`src/rtl/mem_boot_ctrl_pkg.sv`:
```
// Shared types for the boot-load controller: FSM state encoding and run-timer width.
package mem_boot_pkg;

  typedef enum logic [1:0] {
    ST_IDLE = 2'd0,
    ST_LOAD = 2'd1,
    ST_RUN  = 2'd2,
    ST_DONE = 2'd3
  } state_e;

  localparam int RUN_CNT_W = 16;

endpackage

```
`src/rtl/mem_boot_ctrl_run_timer.sv`:
```
// Loadable down counter with zero flag; stops at zero, load has priority over decrement.
module run_timer
  import mem_boot_pkg::*;
#(
  parameter int W = RUN_CNT_W
) (
  input  logic         clk,
  input  logic         reset_n,
  input  logic         i_load,
  input  logic [W-1:0] i_load_val,
  input  logic         i_dec,
  output logic         o_zero
);

  logic [W-1:0] r_cnt;

  always_ff @(posedge clk) begin
    if (!reset_n) begin
      r_cnt <= '0;
    end else if (i_load) begin
      r_cnt <= i_load_val;
    end else if (i_dec && (r_cnt != '0)) begin
      r_cnt <= r_cnt - 1'b1;
    end
  end

  assign o_zero = (r_cnt == '0);

endmodule

```
`src/rtl/mem_boot_ctrl.sv`:
```
// Boot-load controller: streams an image into a shared RAM, runs the core for RUN_CYCLES, then allows readback.
// Optional MEM_BOOT_CTRL_ALIGN_CHECK_EN: misaligned load beats are dropped and flag a sticky err.
//
// state | meaning
// IDLE  | core held in reset, readback port owns the RAM
// LOAD  | load beats written to RAM, core held in reset
// RUN   | core released and owns the RAM for RUN_CYCLES cycles
// DONE  | core held in reset, readback port owns the RAM, done=1
module mem_boot_ctrl
  import mem_boot_pkg::*;
#(
  parameter int RUN_CYCLES = 30,
  parameter int AW         = 32,
  parameter int DW         = 32
) (
  input  logic          clk,
  input  logic          reset_n,
  input  logic          start,
  input  logic          ld_valid,
  output logic          ld_ready,
  input  logic [AW-1:0] ld_addr,
  input  logic [DW-1:0] ld_data,
  input  logic          ld_last,
  output logic          core_reset,
  input  logic          core_we,
  input  logic [AW-1:0] core_addr,
  input  logic [DW-1:0] core_wdata,
  output logic          ram_we,
  output logic [AW-1:0] ram_addr,
  output logic [DW-1:0] ram_wdata,
  input  logic [DW-1:0] ram_rdata,
  output logic [DW-1:0] core_rdata,
  input  logic          rd_req,
  input  logic [AW-1:0] rd_addr,
  output logic          rd_valid,
  output logic [DW-1:0] rd_data,
  output logic          done,
  output logic          err
);

  localparam logic [RUN_CNT_W-1:0] LP_RUN_LOAD = RUN_CNT_W'(RUN_CYCLES - 1);

  state_e        r_state;
  state_e        w_next;
  logic          w_beat;
  logic          w_align_ok;
  logic          w_start_acc;
  logic          w_timer_zero;
  logic          r_rd_valid;
  logic [DW-1:0] r_rd_data;

  // ld_ready is gated by reset_n, so no handshake (and no write) completes in a reset cycle
  assign w_beat      = (r_state == ST_LOAD) && ld_valid && reset_n;
  assign w_start_acc = ((r_state == ST_IDLE) || (r_state == ST_DONE)) && start;

`ifdef MEM_BOOT_CTRL_ALIGN_CHECK_EN
  logic r_err;

  assign w_align_ok = (ld_addr[1:0] == 2'b00);

  always_ff @(posedge clk) begin
    if (!reset_n) begin
      r_err <= 1'b0;
    end else if (w_start_acc) begin
      r_err <= 1'b0;
    end else if (w_beat && !w_align_ok) begin
      r_err <= 1'b1;
    end
  end

  assign err = r_err;
`else
  assign w_align_ok = 1'b1;
  assign err        = 1'b0;
`endif

  run_timer #(.W(RUN_CNT_W)) u_run_timer (
    .clk        (clk),
    .reset_n    (reset_n),
    .i_load     (w_beat && ld_last),
    .i_load_val (LP_RUN_LOAD),
    .i_dec      (r_state == ST_RUN),
    .o_zero     (w_timer_zero)
  );

  always_ff @(posedge clk) begin
    if (!reset_n) begin
      r_state <= ST_IDLE;
    end else begin
      r_state <= w_next;
    end
  end

  always_comb begin
    w_next     = r_state;
    ld_ready   = 1'b0;
    ram_we     = 1'b0;
    ram_addr   = rd_addr;
    ram_wdata  = '0;
    core_reset = 1'b1;
    done       = 1'b0;
    case (r_state)
      ST_IDLE: begin
        if (w_start_acc) w_next = ST_LOAD;
      end
      ST_LOAD: begin
        ld_ready  = reset_n;
        ram_addr  = ld_addr;
        ram_wdata = ld_data;
        ram_we    = w_beat && w_align_ok;
        if (w_beat && ld_last) w_next = ST_RUN;
      end
      ST_RUN: begin
        core_reset = 1'b0;
        ram_addr   = core_addr;
        ram_wdata  = core_wdata;
        ram_we     = core_we && reset_n;
        if (w_timer_zero) w_next = ST_DONE;
      end
      ST_DONE: begin
        done = 1'b1;
        if (w_start_acc) w_next = ST_LOAD;
      end
      default: w_next = ST_IDLE;
    endcase
  end

  // Readback response registered one cycle after the request edge
  always_ff @(posedge clk) begin
    if (!reset_n) begin
      r_rd_valid <= 1'b0;
      r_rd_data  <= '0;
    end else begin
      r_rd_valid <= rd_req && ((r_state == ST_IDLE) || (r_state == ST_DONE));
      r_rd_data  <= ram_rdata;
    end
  end

  assign rd_valid   = r_rd_valid;
  assign rd_data    = r_rd_data;
  assign core_rdata = ram_rdata;

endmodule

```
`config.mk`:
```
export PLATFORM = sky130hd
export DESIGN_NAME = mem_boot_ctrl
export DESIGN_NICKNAME = d
export VERILOG_FILES = /design/src/rtl/mem_boot_ctrl_pkg.sv /design/src/rtl/mem_boot_ctrl_run_timer.sv /design/src/rtl/mem_boot_ctrl.sv
export SDC_FILE = /design/constraint.sdc
export NUM_CORES = 1
export LEC_CHECK = 0
export ABC_CLOCK_PERIOD_IN_PS = 5000
export CAP_MARGIN = 30
export CORE_AREA = 3 3 128 130
export CTS_BUF_LIST = sky130_fd_sc_hd__clkbuf_4 sky130_fd_sc_hd__clkbuf_8
export DETAILED_ROUTE_END_ITERATION = 6
export DIE_AREA = 0 0 131 133
export GPL_TIMING_DRIVEN = 0
export HOLD_SLACK_MARGIN = 0.12
export PLACE_DENSITY = 0.6
export SKIP_CTS_REPAIR_TIMING = 1
export SLEW_MARGIN = 40
export SYNTH_ARGS = -nofsm -noshare
export SYNTH_HDL_FRONTEND = slang
export SYNTH_SLANG_ARGS = --single-unit
```
`constraint.sdc`:
```
create_clock -name clk -period 5 [get_ports clk]
set_clock_uncertainty 0.1 [all_clocks]
set_input_delay 1 -clock clk [delete_from_list [all_inputs] [get_ports clk]]
set_output_delay 1 -clock clk [all_outputs]
set_load 0.005 [all_outputs]
```
==> impl_metrics.py, run 1 <==
metrics = {
    "status": {
        "outcome": "completed",
    },
    "layout": {
        "final_nets": 976,
        "final_area_um2": 7000,
        "areaGrowthSynthToFinish_pct": 111,
        "drive_above_1_share": 0.0686,
        "layout_common_cells": "clkdlybuf4s50_1 (331), a22oi_1 (65), dfxtp_1 (51)",
        "layout_commonest_cell": "clkdlybuf4s50_1",
        "antenna_cells": 0,
    },
    "logic_synthesis": {
        "ys_warn_count": 0,
        "syn_nets": 638,
        "synth_seq_cells": 51,
        "synth.distinct_cells": 43,
        "syn_inst": 434,
        "syn_area_um2": 3320,
        "yosys_most_used_dff": "dfxtp_1",
        "syn_area_per_cell_um2": 7.65,
        "ys_seq_area_frac": 0.307,
        "synth_edf_count": 0,
        "ys_async_sr_fraction": 0,
    },
    "setup_path": {
        "required_ps": 3900,
        "critPathKind": "reg2out",
        "critPathTopFamily": "buffers and inverters",
        "critPathLaunchType": "register",
        "cp_max_fo": 10,
        "crit_path_top_delay_cell": "clkdlybuf4s50_1",
        "worstPathCellList": "inv_1 -> ha_1 -> buf_2 -> clkbuf_1 -> buf_1 -> a22oi_1 -> nor2_1 -> clkdlybuf4s50_1",
        "max_stage_delay_ps": 530,
        "worst-endpoint-arrival_ps": 2830,
        "cp_num_buf_inv": 5,
        "end_kind": "output port",
    },
    "power_and_ir_drop": {
        "p_comb_frac": 0.714,
        "fin_total_pwr_uw": 2870,
        "switchingPower_uw": 1290,
        "leakage_uw": 0.00259,
        "clkPwrFrac": 0.091,
        "internal_power_uw": 1580,
        "seqPwrFrac": 0.195,
        "p_per_area_nw_per_um2": 410,
        "sw_frac_of_total": 0.450,
        "ir_drop_mv": 0.308,
    },
    "clocking": {
        "clkLatencyLatePin_ps": 320,
        "clock_path_buffers": 2,
        "htreeDepth": 2,
        "tritoncts": "built",
        "clk_pin_slew_ps": 100,
        "cts_buffers": 5,
        "root_buffer": "clkbuf_8",
        "clock-sinks": 51,
    },
    "detailed_routing": {
        "routed_wl_um": 16200,
        "firstDrtPassIters": 5,
        "drt_iter0_drc": 161,
        "num_vias": 4491,
        "antenna_left": 0,
        "viasPerCell": 4.56,
        "drc": 0,
        "wl_per_cell_um": 16.5,
    },
    "die": {
        "placementRows": 45,
        "die_h_um": 133,
        "ios": 333,
        "core_area_um2": 15300,
        "start_util": 0.218,
        "dieWidth_um": 131,
        "die_area_um2": 17400,
    },
    "global_route": {
        "grt_start_max_net_pins": 20,
        "gr-total-overflow": 0,
        "track_usage": 0.171,
        "grt_pass1_wl_um": 23700,
        "antenna_found_initial": 0,
        "first_global_vias": 4475,
    },
    "sta": {
        "period_needed_ps": 3930,
        "fmax_ghz": 0.254,
        "drv_slew": 0,
        "tightestPinTransition_ps": 538,
        "finalSetupTns_ps": 0,
        "setup_viol": 0,
        "grt_setup_unrepaired": "false",
        "finalWorstSetupSlack_ps": 1070,
        "hold_violations": 0,
        "max_slew_margin": 0.632,
        "min_period_over_period": 0.786,
    },
    "placed_design": {
        "numPortBuffers": 331,
        "gp_congestion": 0.847,
        "placed_cell_area_um2": 6900,
        "dpl.hpwl_um": 13600,
        "place_ws_ps": 1160,
    },
    "flow_run": {
        "drv_cap": 0,
    },
    "worst_hold_path": {
        "hp-class": "reg2reg",
    },
}
[tightest hold or removal path, stage by stage (launching register included)]
cell and delay [ps]:
dfxtp_1 350, nand2_1 60, mux2i_1 50
[power by group through the flow]
stage                     Sequential, uW  Combinational [uW]  Clock, uW
after floorplan                      551                1100          0
final                                560                2050        263
after CTS                            559                2050        278
after detailed placement             567                2050          0
after global placement               561                2010          0
after global routing                 573                2240        293
[area by class of cell]
class,instances,area (um2)
Fill cell,1501,8260
Timing Repair Buffer,331,3310
Multi-Input combinational cell,306,1860
Sequential cell,51,1020
Buffer,70,413
Tap cell,211,264
Clock buffer,5,68.8
Clock inverter,3,28.8
Inverter,7,26.3
[cells by family after synthesis]
group	Yosys count	share of synthesized area
buffers and inverters	77	0.132
other	1	0.00113
AO/OA/AOI/OAI	128	0.264
AND/OR/NAND/NOR	164	0.252
flip-flops	51	0.307
XOR/XNOR	1	0.00264
adder cells (fa/ha/maj)	5	0.0188
multiplexers	7	0.0211
[worst paths after layout]
check	slack, ps	depth (start not counted)	from	endpoint
min reg2reg	400	2	u_run_timer.r_cnt[15]	u_run_timer.r_cnt[15]
max reg2reg	2820	6	u_run_timer.r_cnt[0]	u_run_timer.r_cnt[8]
max	1070	8	r_state[0]	ram_wdata[23]
min	400	2	u_run_timer.r_cnt[15]	u_run_timer.r_cnt[15]
[sequential cells by signal, summed over array words and instances (netlist names)]
name,count
rd_valid,1
rd_data,32
r_state,2
u_run_timer.r_cnt,16
[cell usage after synthesis (4+ instances only)]
cell type,number,area (um2)
a211oi_1,5,37.5
a21oi_1,6,30.0
a22oi_1,65,488
and2_1,34,213
buf_1,5,18.8
buf_4,35,263
clkbuf_1,25,93.8
dfxtp_1,51,1020
ha_1,5,62.6
inv_1,7,26.3
mux2i_1,7,70.1
nand2_1,48,180
nand2b_1,8,50.1
nand4_1,5,31.3
nor2_1,39,146
nor3_1,7,35.0
nor4_1,4,25.0
o21ai_0,38,190
[routing by layer]
layer / up-vias / GRT usage / wire (um)
met5: - / 0 / 0
met4: 0 / 0.0360 / 233
met3: 17 / 0.0412 / 1290
met2: 198 / 0.312 / 8420
met1: 2080 / 0.200 / 6250
li1: 2196 / - / -
[stage by stage]
stage | util | cells | hold WS, ps
after global routing | 0.459 | 984 | 430
after floorplan | - | 434 | 355
after CTS | 0.459 | 984 | 402
after detailed placement | 0.452 | 976 | 388
final | 0.459 | 984 | 399
after global placement | 0.452 | 976 | 371
No activity file was read; power rests on OpenSTA's default activity.
==> run 2: changes to the inputs <==
--- a/config.mk
+++ b/config.mk
@@ -5,15 +5,15 @@
 export SDC_FILE = /design/constraint.sdc
 export NUM_CORES = 1
 export LEC_CHECK = 0
-export ABC_CLOCK_PERIOD_IN_PS = 5000
+export ABC_CLOCK_PERIOD_IN_PS = 3500
 export CAP_MARGIN = 30
-export CORE_AREA = 3 3 128 130
+export CORE_AREA = 3 3 129 131
 export CTS_BUF_LIST = sky130_fd_sc_hd__clkbuf_4 sky130_fd_sc_hd__clkbuf_8
 export DETAILED_ROUTE_END_ITERATION = 6
-export DIE_AREA = 0 0 131 133
+export DIE_AREA = 0 0 132 134
 export GPL_TIMING_DRIVEN = 0
 export HOLD_SLACK_MARGIN = 0.12
-export PLACE_DENSITY = 0.6
+export PLACE_DENSITY = 0.62
 export SKIP_CTS_REPAIR_TIMING = 1
 export SLEW_MARGIN = 40
 export SYNTH_ARGS = -nofsm -noshare
==> constraint.sdc (replaced) <==
create_clock -name clk -period 3.5 [get_ports clk]
set_clock_uncertainty 0.1 [all_clocks]
set_input_delay 0.7 -clock clk [delete_from_list [all_inputs] [get_ports clk]]
set_output_delay 0.7 -clock clk [all_outputs]
set_load 0.005 [all_outputs]
==> run 2 against run 1 <==
Effect of this change: worst hold slack got worse by 6.8 ps; final cell count increased by 0.41%; utilization decreased by 1.1 points; setup slack got worse by 860 ps; global-route usage increased by 0.68 points; first-iteration DRC count increased by 34%; total power increased by 47%; die area increased by 1.5%; clock power increased by 67%; critical path depth decreased by 1; largest power group unchanged; highest routed layer unchanged; wire length increased by 5.5%; sequential power increased by 42%.
==> impl_metrics.py, run 2 (same netlist as run 1, synthesis figures left out) <==
metrics = {
    "status": {
        "outcome": "completed",
    },
    "die": {
        "placementRows": 46,
        "die_h_um": 134,
        "die_area_um2": 17700,
        "start_util": 0.211,
        "dieWidth_um": 132,
        "ios": 333,
        "core_area_um2": 15700,
    },
    "sta": {
        "tightestPinTransition_ps": 545,
        "drv_slew": 0,
        "fmax_ghz": 0.304,
        "min_period_over_period": 0.940,
        "max_slew_margin": 0.637,
        "period_needed_ps": 3290,
        "grt_setup_unrepaired": "false",
        "finalWorstSetupSlack_ps": 211,
        "hold_violations": 0,
        "setup_viol": 0,
    },
    "global_route": {
        "grt_pass1_wl_um": 25400,
        "gr-total-overflow": 0,
        "first_global_vias": 4543,
        "grt_start_max_net_pins": 16,
        "track_usage": 0.178,
        "antenna_found_initial": 0,
    },
    "power_and_ir_drop": {
        "p_per_area_nw_per_um2": 599,
        "switchingPower_uw": 1870,
        "sw_frac_of_total": 0.444,
        "ir_drop_mv": 0.324,
        "p_comb_frac": 0.707,
        "clkPwrFrac": 0.104,
        "seqPwrFrac": 0.189,
        "leakage_uw": 0.00263,
        "internal_power_uw": 2340,
    },
    "layout": {
        "layout_common_cells": "clkdlybuf4s50_1 (331), a22oi_1 (65), dfxtp_1 (51)",
        "multi_input_area_um2": 1860,
        "final-seq-area_um2": 1020,
        "layout_commonest_cell": "clkdlybuf4s50_1",
        "drive_above_1_share": 0.0803,
        "post-route-util": 0.448,
        "layout.cells.non_filler": 988,
        "areaGrowthSynthToFinish_pct": 112,
        "largest_reg_flops": 32,
        "final_nets": 975,
        "nFillCells": 1563,
        "final_area_um2": 7040,
        "antenna_cells": 0,
    },
    "setup_path": {
        "crit_path_top_delay_cell": "clkdlybuf4s50_1",
        "cp_max_fo": 10,
        "worstPathCellList": "inv_1 -> ha_1 -> buf_6 -> clkbuf_1 -> a22oi_1 -> o21ai_0 -> clkdlybuf4s50_1",
        "critPathKind": "reg2out",
        "critPathTopFamily": "buffers and inverters",
        "max_stage_delay_ps": 580,
        "worst-endpoint-arrival_ps": 2490,
        "cp_num_buf_inv": 4,
        "required_ps": 2700,
        "critPathLaunchType": "register",
        "end_kind": "output port",
    },
    "placed_design": {
        "numPortBuffers": 331,
        "place_ws_ps": 180,
        "dpl.hpwl_um": 14100,
        "placed_cells": 981,
        "placed_cell_area_um2": 6910,
        "gp_congestion": 1.01,
    },
    "worst_hold_path": {
        "hp-class": "reg2reg",
    },
    "clocking": {
        "clock-sinks": 51,
        "root_buffer": "clkbuf_8",
        "clock_path_buffers": 2,
        "cts_buffers": 5,
        "htreeDepth": 2,
        "clk_pin_slew_ps": 100,
        "clkLatencyLatePin_ps": 310,
        "tritoncts": "built",
    },
    "detailed_routing": {
        "routed_wl_um": 17100,
        "firstDrtPassIters": 5,
        "antenna_left": 0,
        "num_vias": 4549,
        "wl_per_cell_um": 17.3,
        "drc": 0,
        "drt_iter0_drc": 215,
        "viasPerCell": 4.60,
    },
    "flow_run": {
        "drv_cap": 0,
    },
}
[run 2: cell count changes in the layout (fill, tap and decap cells not counted)]
cell	previous run	this run
clkbuf_2	0	8
inv_6	2	0
buf_1	5	1
clkinv_2	0	1
bufinv_16	0	1
inv_8	1	0
buf_2	3	2
clkbuf_4	0	2
clkbuf_1	25	19
clkbuf_8	5	6
[run 2: layout make-up]
type / count / area share
clock buffer: 6 / 0.0117
multi-input combinational: 306 / 0.265
tap: 216 / 0.0384
sequential: 51 / 0.145
buffer: 69 / 0.0605
clock inverter: 2 / 0.00498
inverter: 7 / 0.00373
timing repair buffer: 331 / 0.471
[run 2: path summary, 6_finish.rpt]
path                        start              endpoint  slack (ps)  cells past startpoint
max                    r_state[1]          ram_addr[19]         210                      7
min          u_run_timer.r_cnt[9]  u_run_timer.r_cnt[9]         390                      2
max reg2reg            r_state[1]  u_run_timer.r_cnt[9]        1360                      5
min reg2reg  u_run_timer.r_cnt[9]  u_run_timer.r_cnt[9]         390                      2
[run 2: layer usage]
metal | global-route usage | share of wire | up-vias
li1 | - | - | 2197
met1 | 0.228 | 0.41 | 2122
met2 | 0.296 | 0.48 | 209
met3 | 0.0510 | 0.087 | 21
met4 | 0.0438 | 0.020 | 0
met5 | 0 | 0 | -
[run 2: worst min-delay path: cells and delay by family (launching register included)]
family	cells	cell delay, ps
flip-flops	1	340
multiplexers	1	50
AND/OR/NAND/NOR	1	60
[run 2: through the flow]
step                      hold WS [ps]  total power [uW]  setup TNS [ps]
final                              392              4210               0
after global routing               424              4550               0
after CTS                          393              4220           -2140
after detailed placement           381              3760               0
after global placement             367              3700               0
after floorplan                    355              2360               0
[run 2: power by group through the flow]
stage          logic, uW  clock network, uW  registers [uW]
6_report            2980                438             796
5_1_grt             3260                478             812
4_1_cts             2970                458             794
3_5_place_dp        2950                  0             808
3_3_place_gp        2900                  0             800
2_1_floorplan       1570                  0             787
